File: config.mk
export PLATFORM = sky130hd
export DESIGN_NAME = jtag_seq
export DESIGN_NICKNAME = d
export VERILOG_FILES = /design/src/rtl/jtag_seq.sv
export SDC_FILE = /design/constraint.sdc
export NUM_CORES = 1
export LEC_CHECK = 0
export CORE_ASPECT_RATIO = 0.9
export CORE_MARGIN = 2
export CORE_UTILIZATION = 45
export DETAILED_ROUTE_END_ITERATION = 16
export MAX_ROUTING_LAYER = met4
export PLACE_DENSITY = 0.66
export SLEW_MARGIN = 20
export SYNTH_ARGS = -nofsm -noshare
export SYNTH_HDL_FRONTEND = slang
export SYNTH_SLANG_ARGS = --single-unit
File: constraint.sdc
create_clock -name clk -period 12.05 [get_ports clk]
set_input_delay 1.8075 -clock clk [delete_from_list [all_inputs] [get_ports clk]]
set_output_delay 1.8075 -clock clk [all_outputs]
set_load 0.01 [all_outputs]
File: src/rtl/jtag_seq.sv
`timescale 1ns/1ps
// jtag_seq: command-driven JTAG TAP sequencer clocked by TCK.
// Accepts TAP-reset / shift-IR / shift-DR / run-idle commands and drives the
// matching TMS/TDI sequence. TDO is captured into a response during shifts.
// Ports:
//   clk        TCK, all flops on posedge
//   reset_b    asynchronous active-low reset
//   cmd_valid / cmd_ready / cmd_op / cmd_len / cmd_data   command handshake
//   tms, tdi   registered TAP drive; tdo  TAP data out
//   rsp_valid / rsp_ready / rsp_data / rsp_err            response handshake
//   busy       high in every state except IDLE
module jtag_seq #(
    parameter int unsigned MAX_LEN = 32
) (
    input  logic               clk,
    input  logic               reset_b,
    input  logic               cmd_valid,
    output logic               cmd_ready,
    input  logic [1:0]         cmd_op,
    input  logic [6:0]         cmd_len,
    input  logic [MAX_LEN-1:0] cmd_data,
    output logic               tms,
    output logic               tdi,
    input  logic               tdo,
    output logic               rsp_valid,
    input  logic               rsp_ready,
    output logic [MAX_LEN-1:0] rsp_data,
    output logic               rsp_err,
    output logic               busy
);

    localparam int unsigned CNT_W = 7;
    localparam int unsigned IDX_W = (MAX_LEN > 1) ? $clog2(MAX_LEN) : 1;

    localparam logic [1:0] OP_RST = 2'b00;
    localparam logic [1:0] OP_IR  = 2'b01;
    localparam logic [1:0] OP_DR  = 2'b10;
    localparam logic [1:0] OP_RUN = 2'b11;

    // TAP-reset sequence index runs 1..6; bit 6 is the final tms=0
    localparam logic [CNT_W-1:0] RST_LAST  = CNT_W'(6);
    localparam logic [CNT_W-1:0] MAX_LEN_C = CNT_W'(MAX_LEN);

    typedef enum logic [2:0] {
        S_INIT,
        S_IDLE,
        S_HDR,
        S_SHIFT,
        S_TRL,
        S_RUN,
        S_RSP
    } state_t;

    state_t             r_state;
    state_t             w_state_nxt;
    logic [CNT_W-1:0]   r_cnt;
    logic [CNT_W-1:0]   w_cnt_nxt;

    logic               r_tms;
    logic               r_tdi;
    logic               r_cmd_ready;
    logic               r_busy;
    logic               r_rsp_valid;
    logic               r_rsp_err;
    logic [MAX_LEN-1:0] r_rsp_data;
    logic [1:0]         r_op;
    logic [CNT_W-1:0]   r_len;
    logic [MAX_LEN-1:0] r_data;
    logic               r_init_rsp;

    logic               w_accept;
    logic               w_reject;
    logic [1:0]         w_op;
    logic [CNT_W-1:0]   w_len;
    logic [MAX_LEN-1:0] w_data;
    logic [CNT_W-1:0]   w_len_m1;
    logic               w_tms_nxt;
    logic               w_tdi_nxt;

    // State register
    always_ff @(posedge clk or negedge reset_b) begin
        if (!reset_b) begin
            r_state <= S_INIT;
            r_cnt   <= '0;
        end else begin
            r_state <= w_state_nxt;
            r_cnt   <= w_cnt_nxt;
        end
    end

    // Next state, and the TAP drive for the next cycle derived from it
    always_comb begin
        w_state_nxt = r_state;
        w_cnt_nxt   = r_cnt;
        w_accept    = 1'b0;
        w_reject    = 1'b0;
        w_tms_nxt   = 1'b0;
        w_tdi_nxt   = 1'b0;

        w_accept = (r_state == S_IDLE) && cmd_valid;
        w_op     = w_accept ? cmd_op   : r_op;
        w_len    = w_accept ? cmd_len  : r_len;
        w_data   = w_accept ? cmd_data : r_data;
        w_len_m1 = w_len - CNT_W'(1);

        case (r_state)
            S_INIT: begin
                if (r_cnt == RST_LAST) begin
                    w_state_nxt = r_init_rsp ? S_RSP : S_IDLE;
                    w_cnt_nxt   = '0;
                end else begin
                    w_cnt_nxt = r_cnt + CNT_W'(1);
                end
            end
            S_IDLE: begin
                if (w_accept) begin
                    w_cnt_nxt = '0;
                    case (cmd_op)
                        OP_RST: begin
                            w_state_nxt = S_INIT;
                            w_cnt_nxt   = CNT_W'(1);
                        end
                        OP_IR, OP_DR: begin
                            if ((cmd_len == '0) || (cmd_len > MAX_LEN_C)) begin
                                w_state_nxt = S_RSP;
                                w_reject    = 1'b1;
                            end else begin
                                w_state_nxt = S_HDR;
                            end
                        end
                        default: begin
                            w_state_nxt = (cmd_len == '0) ? S_RSP : S_RUN;
                        end
                    endcase
                end
            end
            S_HDR: begin
                if (r_cnt == ((r_op == OP_IR) ? CNT_W'(3) : CNT_W'(2))) begin
                    w_state_nxt = S_SHIFT;
                    w_cnt_nxt   = '0;
                end else begin
                    w_cnt_nxt = r_cnt + CNT_W'(1);
                end
            end
            S_SHIFT: begin
                if (r_cnt == w_len_m1) begin
                    w_state_nxt = S_TRL;
                    w_cnt_nxt   = '0;
                end else begin
                    w_cnt_nxt = r_cnt + CNT_W'(1);
                end
            end
            S_TRL: begin
                if (r_cnt == CNT_W'(1)) begin
                    w_state_nxt = S_RSP;
                    w_cnt_nxt   = '0;
                end else begin
                    w_cnt_nxt = r_cnt + CNT_W'(1);
                end
            end
            S_RUN: begin
                if (r_cnt == w_len_m1) begin
                    w_state_nxt = S_RSP;
                    w_cnt_nxt   = '0;
                end else begin
                    w_cnt_nxt = r_cnt + CNT_W'(1);
                end
            end
            S_RSP: begin
                if (rsp_ready) begin
                    w_state_nxt = S_IDLE;
                    w_cnt_nxt   = '0;
                end
            end
            default: begin
                w_state_nxt = S_INIT;
                w_cnt_nxt   = '0;
            end
        endcase

        // TMS/TDI for the cycle represented by (w_state_nxt, w_cnt_nxt)
        case (w_state_nxt)
            S_INIT:  w_tms_nxt = (w_cnt_nxt != RST_LAST);
            S_HDR:   w_tms_nxt = (w_op == OP_IR) ? (w_cnt_nxt < CNT_W'(2))
                                                 : (w_cnt_nxt == '0);
            S_SHIFT: begin
                w_tms_nxt = (w_cnt_nxt == w_len_m1);
                w_tdi_nxt = w_data[w_cnt_nxt[IDX_W-1:0]];
            end
            S_TRL:   w_tms_nxt = (w_cnt_nxt == '0);
            default: begin
                w_tms_nxt = 1'b0;
                w_tdi_nxt = 1'b0;
            end
        endcase
    end

    // Registered outputs, command latch and TDO capture
    always_ff @(posedge clk or negedge reset_b) begin
        if (!reset_b) begin
            r_tms       <= 1'b1;
            r_tdi       <= 1'b0;
            r_cmd_ready <= 1'b0;
            r_busy      <= 1'b1;
            r_rsp_valid <= 1'b0;
            r_rsp_err   <= 1'b0;
            r_rsp_data  <= '0;
            r_op        <= OP_RST;
            r_len       <= '0;
            r_data      <= '0;
            r_init_rsp  <= 1'b0;
        end else begin
            r_tms       <= w_tms_nxt;
            r_tdi       <= w_tdi_nxt;
            r_cmd_ready <= (w_state_nxt == S_IDLE);
            r_busy      <= (w_state_nxt != S_IDLE);
            r_rsp_valid <= (w_state_nxt == S_RSP);
            if (w_accept) begin
                r_op       <= cmd_op;
                r_len      <= cmd_len;
                r_data     <= cmd_data;
                // INIT entered from a command owes a response; after reset it does not
                r_init_rsp <= 1'b1;
                r_rsp_err  <= w_reject;
                r_rsp_data <= '0;
            end else if (r_state == S_SHIFT) begin
                r_rsp_data[r_cnt[IDX_W-1:0]] <= tdo;
            end
        end
    end

    assign tms       = r_tms;
    assign tdi       = r_tdi;
    assign cmd_ready = r_cmd_ready;
    assign busy      = r_busy;
    assign rsp_valid = r_rsp_valid;
    assign rsp_err   = r_rsp_err;
    assign rsp_data  = r_rsp_data;

endmodule

==> results of run 1 <==
sequential cells by signal, summed over array words and instances, names as in the netlist:
signal	cells
r_data	32
rsp_data	32
r_cnt	7
r_len	7
r_state	3
r_op	2
busy	1
cmd_ready	1
r_init_rsp	1
rsp_err	1
rsp_valid	1
tdi	1
tms	1
per-stage QoR:
stage	utilization, %	cells	setup WS (ns)	total power [mW]	hold WS (ns)
6_report	55.85	844	5.181	1.220	0.4719
5_1_grt	55.85	844	4.801	1.298	0.4951
4_1_cts	55.84	844	4.914	1.223	0.4749
3_5_place_dp	53.44	828	4.573	0.9583	0.4586
3_3_place_gp	53.44	828	4.908	0.9442	0.4540
2_1_floorplan	-	627	5.737	0.7519	0.4358
path summary, 6_finish.rpt:
path | start | end | slack [ns]
max | cmd_valid | tdi | 5.18
min | r_data[5] | r_data[5] | 0.47
max reg2reg | r_state[2] | tdi | 6.54
min reg2reg | r_data[5] | r_data[5] | 0.47
max in group asynchronous | reset_b | r_len[0] | 9.55
min in group asynchronous | reset_b | r_len[5] | 1.44
cells by family after synthesis:
group,count (synthesis),share of synthesized area (%)
simple gates,293,25.92
xor+xnor,23,3.885
buf+inv,64,4.947
flops,90,43.48
compound gates,130,15.90
fa+ha+maj,7,1.689
mux,20,4.175
area by class of cell:
cell class / instances / area, um2 / area share, %
Multi-Input combinational cell: 473 / 2680 / 42.31
Clock inverter: 4 / 26.28 / 0.4148
Tap cell: 156 / 195.2 / 3.081
Inverter: 23 / 86.33 / 1.363
Clock buffer: 12 / 246.5 / 3.891
Sequential cell: 90 / 2255 / 35.59
Timing Repair Buffer: 86 / 845.8 / 13.35
layer usage:
| metal | vias to the layer above | wire (um) | global-route usage (%) | part of all wire, % |
|---|---|---|---|---|
| li1 | 2258 | - | - | - |
| met1 | 2310 | 6501 | 35.45 | 46 |
| met2 | 133 | 6755 | 38.01 | 48 |
| met3 | 10 | 722 | 4.025 | 5.1 |
| met4 | 0 | 113 | 5.042 | 0.80 |
| met5 | - | 0 | - | 0 |
critical path, cell delays in order:
cell and delay (ns):
clkdlybuf4s50_1 0.54, and4bb_2 0.29, mux2i_1 0.34, ha_1 0.35, nor3b_1 0.30, xnor2_1 0.11, mux2i_1 0.26, xor2_1 0.15
nor4bb_2 0.74, a21oi_2 0.22, a21oi_1 0.78, inv_1 0.37, o221a_2 0.22, a211oi_1 0.23, o21ai_0 0.13, a32o_1 0.23
synthesized netlist by cell type (2+ instances only):
cell type,n
dfrtp_1,88
nand3_1,24
clkbuf_1,37
nor4_1,3
buf_6,2
nand2b_1,6
a221o_1,2
and2_1,6
o211ai_1,3
nand4_1,5
xor2_1,7
mux2i_1,16
a2111oi_0,3
dfstp_2,2
nor4bb_1,2
or3_1,5
inv_1,22
a211oi_1,3
nor3b_1,7
and3_1,4
ha_1,7
nand2_1,146
or4_1,4
a22o_1,2
nor2b_1,7
a21oi_1,41
nor3_1,12
a31oi_1,7
nor2_1,50
o21ai_0,37
mux2_2,3
a21oi_2,3
a41oi_1,3
or2_2,2
o31ai_1,2
o311a_1,2
o221a_2,3
o21bai_1,2
nand3b_1,6
xnor2_1,16
a311oi_1,2
power groups by stage:
stage / combinational [mW] / sequential [mW] / clock, mW
6_report: 0.531 / 0.425 / 0.264
3_5_place_dp: 0.528 / 0.431 / 0
2_1_floorplan: 0.340 / 0.412 / 0
3_3_place_gp: 0.515 / 0.429 / 0
5_1_grt: 0.581 / 0.434 / 0.282
4_1_cts: 0.530 / 0.426 / 0.267
==> flow_summary.ini, run 1 <==
[outcome]
outcome = completed

[synthesis]
synthFlopType = dfrtp_1
syn_area_mm2 = 0.005185
synth_edf_count = 0
yosysTopAreaCell = dfrtp_1
syn_nets = 680
yosys-top-cells-area = dfrtp_1 42%, nand2_1 11%, a21oi_1 4.0%, nor2_1 3.6%, o21ai_0 3.6%
synthDistinctLibCells = 64
syn-instance-count = 627
yosysSeqAreaShare_pct = 43.48
yosysWarningCount = 0
synthArstFlopShare_pct = 100.0
avgSynthCellArea_um2 = 8.269
synth_top_area_share_pct = 42.47
ys_seq_elements = 90

[grt]
track_usage_pct = 24.95
grt-ovfl-total = 0
grt_max_degree = 85
first_global_vias = 4667
grt_pass1_wl_um = 23540
antenna_found_initial = 0

[sta]
slew_viol_final = 0
setup_viol = 0
relSlewSlack_pct = 38.44
skew_ns = 0.006363
worstMarginPinSlew_ns = 0.9233
tns_ns = 0
max_freq_mhz = 145.6
hold_viol = 0
rsz0062_at_grt = no
finalCriticalPeriod_ns = 6.869
period_share_pct = 57.00

[clocking]
clkTransAtPathRegs_ns = 0.06
insertion_delay_ns = 0.34
htree_levels = 3
clockRootBuffer = clkbuf_16
cts_setup_buffers = 0
clock-sinks = 90
cts_tree = yes
clk_path_buf_depth = 2
holdBufCountCts = 0
post_cts_resized = 0
numCtsBuffers = 9

[final_layout]
n_antenna_cell = 0
layout_commonest_cell = nand2_1
area_growth_pct = 22.18
drive_gt1_share_pct = 5.814
num-fill-cells = 1103
final_cell_mix = 146 x nand2_1, 88 x dfrtp_1, 81 x clkdlybuf4s50_1, 50 x nor2_1, 41 x a21oi_1
fin_nets = 736
fin_area_mm2 = 0.006335

[place]
dpl.hpwl_um = 9970
placedInstanceArea_mm2 = 0.006061
port_buffers = 83
gp_congestion = 0.9230

[die]
core_mm2 = 0.01134
die_h_um = 105.8
die-area_mm2 = 0.01240
start_util_pct = 45.71
fp.dieW_um = 117.1
io_pins = 84
rows = 37

[power]
ir_drop_uv = 132.0
power_frac_clock_pct = 21.6
pwr-share-seq_pct = 34.8
netSwitchingFraction_pct = 39.16
switching_power_mw = 0.4778
p_int_mw = 0.7424
p_leak_nw = 2.792
comb_power_share_pct = 43.5
power.density_mw_per_mm2 = 192.6

[worst_setup_path]
rr_worst_depth = 15
cp_max_fo = 11
worstPathRequired_ns = 12.28
startpoint_type = input port
critPathArrivalTime_ns = 7.10
cp-end-kind = flip-flop
critical_path_class = in2reg

[min_path]
hold-path-cell-count = 2
hp-class = reg2reg

[route]
finalWirelength_um = 14090
routedWlPerCell_um = 16.70
drt-pass1-iter-count = 4
drc = 0
vias = 4711
drt-initial-drc-count = 310
viasPerCell = 5.582
drtAntennaViolNets = 0

[job]
cap_violations = 0
No activity file was read; power rests on OpenSTA's default activity.
==> run 2, diff against run 1 <==
PLACE_DENSITY = 0.69   (was 0.66)
clock period = 5.5 ns   (was 12.05 ns; I/O delays follow)
==> flow_summary.ini, run 2 (synthesized netlist as in run 1, its figures left out) <==
[sta]
relSlewSlack_pct = 26.99
skew_ns = 0.008853
hold_viol = 0
worstMarginPinSlew_ns = 1.092
max_freq_mhz = 201.9
fin_ws_ns = 0.5462
tns_ns = 0
setup_viol = 0
slew_viol_final = 0
rsz0062_at_grt = no
finalCriticalPeriod_ns = 4.954
period_share_pct = 90.07

[place]
dpl.hpwl_um = 10030
gp_congestion = 0.8780
pre_cts_ws_ns = 0.2881
port_buffers = 83

[final_layout]
fin_nets = 743
layout_commonest_cell = nand2_1
n_antenna_cell = 0
drive_gt1_share_pct = 6.763
area_growth_pct = 24.20
final_cell_mix = 146 x nand2_1, 88 x dfrtp_1, 82 x clkdlybuf4s50_1, 50 x nor2_1, 41 x a21oi_1

[die]
start_util_pct = 45.71
fp.dieW_um = 117.1
die_h_um = 105.8
core_mm2 = 0.01134
die-area_mm2 = 0.01240
io_pins = 84
rows = 37

[route]
routedWlPerCell_um = 16.51
drc = 0
drt-initial-drc-count = 275
viasPerCell = 5.506
drtAntennaViolNets = 0
drt-pass1-iter-count = 7
finalWirelength_um = 14050
vias = 4686

[grt]
grt-ovfl-total = 0
grt_pass1_wl_um = 23270
grt_max_degree = 62
antenna_found_initial = 0
first_global_vias = 4646
track_usage_pct = 24.67

[clocking]
post_cts_resized = 0
holdBufCountCts = 0
insertion_delay_ns = 0.34
clkTransAtPathRegs_ns = 0.07
numCtsBuffers = 9
cts_tree = yes
cts_setup_buffers = 0
clk_path_buf_depth = 2
clockRootBuffer = clkbuf_16
clock-sinks = 90
htree_levels = 3

[worst_setup_path]
ff2ff_setup_slack_ns = 0.84
cp_max_fo = 11
slowest_stage = clkdlybuf4s50_1
critical_path_class = in2reg
path_cells = clkdlybuf4s50_1 -> and4bb_2 -> mux2i_1 -> ha_1 -> xor2_1 -> xnor2_1 -> or4_1 -> a21oi_2 -> a21oi_2 -> a221o_1 -> or3_1 -> or3_1 -> a21oi_1 -> o32ai_1
critPathArrivalTime_ns = 5.22
cp_slowest_stage_delay_ns = 0.55
worstPathRequired_ns = 5.77
startpoint_type = input port
cp-end-kind = flip-flop

[min_path]
hp-class = in2async

[power]
ir_drop_uv = 270.4
power.density_mw_per_mm2 = 438.0
p_leak_nw = 2.855

[job]
cap_violations = 0

[outcome]
outcome = completed
==> run 2: path summary, 6_finish.rpt <==
| check | start | end | depth (start not counted) |
|---|---|---|---|
| setup reg to reg | r_state[0] | tms | 15 |
| setup / recovery | cmd_valid | tms | 14 |
| min in group clk | r_data[5] | r_data[5] | 2 |
| hold / removal | reset_b | r_len[4] | 1 |
| max in group asynchronous | reset_b | rsp_data[21] | 2 |
| hold reg to reg | r_data[5] | r_data[5] | 2 |
==> run 2: routing by layer <==
metal / wire [um] / global-route usage [%] / part of all wire [%] / vias up
met5: 0 / - / 0 / -
met4: 196 / 6.723 / 1.4 / 0
met3: 566 / 4.658 / 4.0 / 17
met2: 6728 / 37.60 / 48 / 109
met1: 6556 / 33.76 / 47 / 2281
li1: - / - / - / 2279
==> run 2: final cells by class <==
type	count	area, um2
sequential	90	2255
fill	1085	4902
clock inverter	6	87.58
timing repair buffer	93	903.4
multi-input combinational	473	2674
inverter	23	86.33
tap	156	195.2
clock buffer	10	239.0
==> run 2: report_power, final <==
| group | internal (mW) | switching (mW) |
|---|---|---|
| clock | 0.412 | 0.265 |
| sequential | 0.785 | 0.149 |
| combinational | 0.552 | 0.657 |
==> run 2: critical path, delay by kind of cell <==
| family | cells | cell delay [ns] |
|---|---|---|
| multiplexers | 1 | 0.28 |
| XOR/XNOR | 2 | 0.30 |
| buffers and inverters | 1 | 0.55 |
| AO/OA/AOI/OAI | 5 | 1.30 |
| AND/OR/NAND/NOR | 4 | 1.62 |
| adder cells (fa/ha/maj) | 1 | 0.34 |
==> run 2: per-stage QoR <==
step	utilization (%)	cell area, um2	power, mW	cells	hold slack, ns
floorplan	-	5185	1.647	627	0.4358
global placement	53.90	6113	2.122	835	0.4535
detailed placement	53.90	6113	2.147	835	0.4585
CTS	56.78	6440	2.837	851	0.4220
global route	56.78	6440	3.009	851	0.4370
finish	56.78	6440	2.820	851	0.4122
==> run 3, diff against run 2 <==
CTS_BUF_LIST = sky130_fd_sc_hd__clkbuf_4 sky130_fd_sc_hd__clkbuf_8 sky130_fd_sc_hd__clkbuf_16   (was default)
==> results of run 3 <==
Final layout, timing and power as in run 2 (identical DEF).
